$ cat src/rtl/push_pop_sequencer.sv
// push_pop_sequencer: expands a Thumb PUSH/POP into single-register load/store micro-ops followed by an SP write-back.
// Optional macro PUSH_POP_PC_POP_EN: when defined, bit 8 of a POP list is honoured as a PC load.
module push_pop_sequencer #(
  parameter int WORD       = 32,
  parameter int ADDR_WIDTH = 4,
  parameter int LIST_WIDTH = 9,
  parameter int SP_REG_NUM = 13,
  parameter int LR_REG_NUM = 14,
  parameter int PC_REG_NUM = 15
) (
  input  logic                  clk_i,
  input  logic                  rst_i,
  input  logic                  start_i,
  input  logic                  is_pop_i,
  input  logic [LIST_WIDTH-1:0] reg_list_i,
  input  logic [WORD-1:0]       stack_pointer_i,
  input  logic                  uop_ready_i,
  output logic                  uop_valid_o,
  output logic                  uop_is_load_o,
  output logic                  uop_is_sp_upd_o,
  output logic [ADDR_WIDTH-1:0] uop_reg_addr_o,
  output logic [WORD-1:0]       uop_addr_o,
  output logic                  busy_o,
  output logic                  done_o
);
  typedef enum logic [1:0] {IDLE, XFER, SP_UPD} state_t;
  state_t state, state_n;
  logic [LIST_WIDTH-1:0] mask, eff_list, mask_rest;
  logic [WORD-1:0] cur_addr, new_sp, span;
  logic [ADDR_WIDTH-1:0] low_reg;
  logic is_pop, done_q, accept;
  assign accept = (state == IDLE) && start_i;
  always_comb begin
    eff_list = reg_list_i;
`ifndef PUSH_POP_PC_POP_EN
    if (is_pop_i) eff_list[LIST_WIDTH-1] = 1'b0;
`endif
    span = WORD'($countones(eff_list)) << 2;
  end
  always_comb begin
    low_reg = '0;
    for (int i = LIST_WIDTH - 1; i >= 0; i--)
      if (mask[i]) low_reg = (i == LIST_WIDTH - 1) ? (is_pop ? ADDR_WIDTH'(PC_REG_NUM) : ADDR_WIDTH'(LR_REG_NUM)) : ADDR_WIDTH'(i);
  end
  assign mask_rest = mask & (mask - LIST_WIDTH'(1));
  always_comb begin
    state_n = state;
    case (state)
      IDLE:    if (accept && eff_list != '0) state_n = XFER;
      XFER:    if (uop_ready_i && mask_rest == '0) state_n = SP_UPD;
      SP_UPD:  if (uop_ready_i) state_n = IDLE;
      default: state_n = IDLE;
    endcase
  end
  always_ff @(posedge clk_i) begin
    if (rst_i) begin
      state    <= IDLE;
      mask     <= '0;
      is_pop   <= 1'b0;
      cur_addr <= '0;
      new_sp   <= '0;
      done_q   <= 1'b0;
    end else begin
      state  <= state_n;
      done_q <= (accept && eff_list == '0) || (state == SP_UPD && uop_ready_i);
      if (accept) begin
        mask     <= eff_list;
        is_pop   <= is_pop_i;
        cur_addr <= is_pop_i ? stack_pointer_i : stack_pointer_i - span;
        new_sp   <= is_pop_i ? stack_pointer_i + span : stack_pointer_i - span;
      end else if (state == XFER && uop_ready_i) begin
        mask     <= mask_rest;
        cur_addr <= cur_addr + WORD'(4);
      end
    end
  end
  // Outputs decode from registered state only, so they stay stable under backpressure.
  assign uop_valid_o     = state != IDLE;
  assign uop_is_load_o   = (state == XFER) && is_pop;
  assign uop_is_sp_upd_o = state == SP_UPD;
  assign uop_reg_addr_o  = (state == XFER) ? low_reg : (state == SP_UPD) ? ADDR_WIDTH'(SP_REG_NUM) : '0;
  assign uop_addr_o      = (state == XFER) ? cur_addr : (state == SP_UPD) ? new_sp : '0;
  assign busy_o          = state != IDLE;
  assign done_o          = done_q;
endmodule

$ cat config.mk
export PLATFORM = sky130hd
export DESIGN_NAME = push_pop_sequencer
export DESIGN_NICKNAME = d
export VERILOG_FILES = /design/src/rtl/push_pop_sequencer.sv
export SDC_FILE = /design/constraint.sdc
export NUM_CORES = 1
export LEC_CHECK = 0
export CAP_MARGIN = 5
export CORE_MARGIN = 10
export CORE_UTILIZATION = 40
export DETAILED_ROUTE_END_ITERATION = 8
export SLEW_MARGIN = 40
export SYNTH_ARGS = -nofsm -noshare
export SYNTH_HDL_FRONTEND = slang
export SYNTH_SLANG_ARGS = --single-unit
$ cat constraint.sdc
create_clock -name clk_i -period 8.75 [get_ports clk_i]
set_input_delay 1.3125 -clock clk_i [delete_from_list [all_inputs] [get_ports clk_i]]
set_output_delay 1.3125 -clock clk_i [all_outputs]
set_load 0.02 [all_outputs]
==> results_dict.tcl <==
set metrics [dict create \
    power.leakage_nw 2.51 \
    ant_nets 0 \
    syn-num-nets 866 \
    avgViaCountPerCell 6.08 \
    setup_viol 0 \
    skew_ns 0.00843 \
    fmax_mhz 152 \
    synthCells 800 \
    antenna_found_initial 0 \
    die_w_um 143 \
    grt_max_degree 93 \
    worstPathRequired_ns 8.98 \
    muxShareOfSynthArea_pct 1.25 \
    busiest_layer "met2" \
    synthAdderAreaFrac_pct 5.13 \
    die_area_um2 20600 \
    stdcell_area_um2 7220 \
    portBuffers 86 \
    period_share_pct 75.4 \
    grt_pass1_vias 5868 \
    synth_xor_area_share_pct 8.91 \
    cts_buffer_depth 2 \
    period_needed_ns 6.60 \
    met3_usage_pct 3.27 \
    path_max_fanout 28 \
    yosys.cell_types.count 76 \
    num_io_pins 87 \
    fillers 1489 \
    drt-total-wl_mm 20.8 \
    cp-end-kind "flop" \
    synth-simple-area-share_pct 28.7 \
    ctsResizeCount 0 \
    fin_nets 896 \
    hold_viol_final 0 \
    wire_per_inst_um 20.4 \
    start_kind "primary input" \
    async_flop_share_pct 0 \
    drt_iter0_markers 559 \
    cts.clk_slew.worst_paths_ns 0.06 \
    drc_errors 0 \
    drv_cap 0 \
    htreeDepth 3 \
    finalSetupTns_ns 0 \
    synth_top_family_by_area "simple AND/OR/NAND/NOR gates" \
    tightest_slew_ns 0.783 \
    dr.pass1.iters 5 \
    avgSynthCellArea_um2 7.62 \
    grt_pass1_wl_mm 32.9 \
    synth-edff-count 0 \
    cp.buffers_inverters 4 \
    slew_viol_final 0 \
    hpwl_mm 15.1 \
    globalplace.congestion 0.929 \
    synth_top_flop_cell "dfxtp_1" \
    vias 6217 \
    dieHeight_um 143 \
    num_antenna_cells 0 \
    worst_ep_arrival_time_ns 6.83 \
    fp-row-count 45 \
    cts_tree "built" \
    status "finished clean" \
    ctsHoldBuffers 0 \
    drive_gt1_share_pct 6.00 \
    vdd_drop_max_v 0.0000986 \
    hold_path.class "flop to flop" \
    gr-total-overflow 0 \
    clock-sinks 77 \
    cts_setup_buffers 0 \
    crit_path_cell_trace "clkdlybuf4s50_1 -> buf_4 -> clkinv_1 -> nand2_1 -> fa_1 -> fa_1 -> fa_1 -> fa_1 -> xnor2_1 -> inv_1 -> ha_1 -> o311ai_1 -> nand2_1 -> o31ai_1 -> nor4b_1 -> a211o_1" \
    start_util_pct 40.4 \
    cp_top_family "adder cells" \
    coreArea_um2 15100 \
    p_per_area_nw_per_um2 166 \
    dpl_cell_area_um2 6960 \
    cts-root-buf "clkbuf_16" \
    synth-compound-area-share_pct 24.2 \
    grtUsageTotal_pct 20.0 \
    slowest_stage "o311ai_1" \
    ys_seq_area_share_pct 25.3 \
    max_slew_margin_pct 47.4 \
    grtUsageMet2_pct 29.6 \
    slowest_delay_ns 0.66 \
    ys.warnings.count 0 \
    cts_made_buffers 9 \
    grt_setup_unrepaired "no" \
    synth_area_um2 6090 \
    area_delta_synth_final_pct 18.5 \
    clock_latency_ns 0.34 \
    grtUsageMet1_pct 28.4 \
    synth-seq-cells 77 \
    crit_top_cell "fa_1" \
    crit_type "primary input to flop" \
]
==> layout by cell type, fill, tap and decap left out, types with 6 or more instances in the layout <==
cell type / n
nor4_1: 11
xor2_1: 27
a31oi_1: 13
or4_1: 9
and3_1: 11
nand3_1: 31
nand4_1: 13
o21ai_0: 17
clkbuf_16: 9
or3_1: 7
o22ai_1: 8
nor3_1: 29
inv_1: 23
a21oi_1: 50
a22oi_1: 19
ha_1: 13
nor4b_1: 8
a22o_1: 31
dfxtp_1: 77
nand2b_1: 7
and2_1: 7
xnor2_1: 35
fa_1: 7
nand2_1: 83
a211oi_1: 19
clkdlybuf4s50_1: 85
nor2_1: 66
o31ai_1: 6
nand3b_1: 10
==> synthesized netlist by cell type, types with 4 or more instances <==
master	n	area share, %
o31ai_1	6	0.74
nor2_1	69	4.2
nand4_1	13	1.3
buf_1	6	0.37
a22oi_1	19	2.3
nand2b_1	7	0.72
or4_1	9	1.1
o21ai_1	5	0.41
a21oi_1	50	4.1
a211o_1	4	0.57
buf_2	9	0.74
nand3b_1	10	1.2
o22ai_1	9	0.92
and3_1	11	1.1
a31oi_1	13	1.3
o21ai_0	17	1.4
dfxtp_1	77	25
a211oi_1	19	2.3
nor4b_1	8	1.1
mux2_2	5	0.92
xnor2_1	35	5.0
and2_1	7	0.72
inv_1	23	1.4
xor2_1	27	3.9
nand2_1	83	5.1
nand4b_1	4	0.57
o211ai_1	4	0.49
or3_1	7	0.72
clkbuf_1	55	3.4
and4_1	5	0.72
nand3_1	31	2.5
a22o_1	31	4.5
nor3_1	29	2.4
nor4_1	12	1.2
fa_1	7	2.3
ha_1	13	2.7
==> stage by stage <==
stage	hold WS [ns]	setup WS, ns	std cells	util, %	total power, mW
after floorplan	0.428	3.04	800	-	0.717
after global placement	0.441	1.88	1007	46.0	0.844
after detailed placement	0.445	1.84	1007	46.1	0.853
after CTS	0.452	2.18	1022	47.8	1.20
after global routing	0.473	1.83	1022	47.9	1.26
final	0.449	2.15	1022	47.9	1.20
==> tightest hold or removal path: stages, from the launching register on <==
cell	delay [ns]
dfxtp_1	0.31
nand2_1	0.05
a21oi_1	0.05
==> metal layers <==
layer	routed length, um	vias to the layer above
met4	458	0
li1	-	2984
met1	9680	2956
met5	0	-
met3	1490	31
met2	9170	246
==> logic make-up (layout without fill, tap and decap cells) <==
family,count (synthesis),count (layout)
AO/OA/AOI/OAI,209,209
XOR/XNOR,62,62
adder cells (fa/ha/maj),21,21
buffers and inverters,99,133
flip-flops,77,77
multiplexers,7,7
AND/OR/NAND/NOR,325,325
==> power by group <==
part	switching (mW)	internal [mW]	total, mW	leakage (nW)
clock	0.145	0.198	0.343	0.129
combinational	0.257	0.169	0.426	1.74
sequential	0.0415	0.385	0.427	0.634
total	0.444	0.752	1.20	2.51
==> sequential cells by signal, indices dropped and copies added (netlist names) <==
name,count
is_pop,1
state,2
new_sp,32
mask,9
cur_addr,32
done_o,1
==> area by class of cell <==
| class | instances | area (um^2) | share of cell area (%) |
|---|---|---|---|
| clock inverter | 2 | 10.0 | 0.139 |
| tap | 188 | 235 | 3.26 |
| multi-input combinational | 624 | 4180 | 57.9 |
| inverter | 26 | 98.8 | 1.37 |
| clock buffer | 13 | 250 | 3.46 |
| timing repair buffer | 92 | 905 | 12.5 |
| sequential | 77 | 1540 | 21.3 |
==> path summary, 6_finish.rpt <==
path,from,endpoint,slack [ns],cells after the start
min,new_sp[16]$_SDFFE_PP0P_,new_sp[16]$_SDFFE_PP0P_,0.45,2
max reg2reg,state[1]$_SDFFE_PP0P_,cur_addr[8]$_SDFFE_PP0P_,5.99,8
max,is_pop_i,new_sp[21]$_SDFFE_PP0P_,2.15,16
min reg2reg,new_sp[16]$_SDFFE_PP0P_,new_sp[16]$_SDFFE_PP0P_,0.45,2
(Power assumes the default switching activity.)
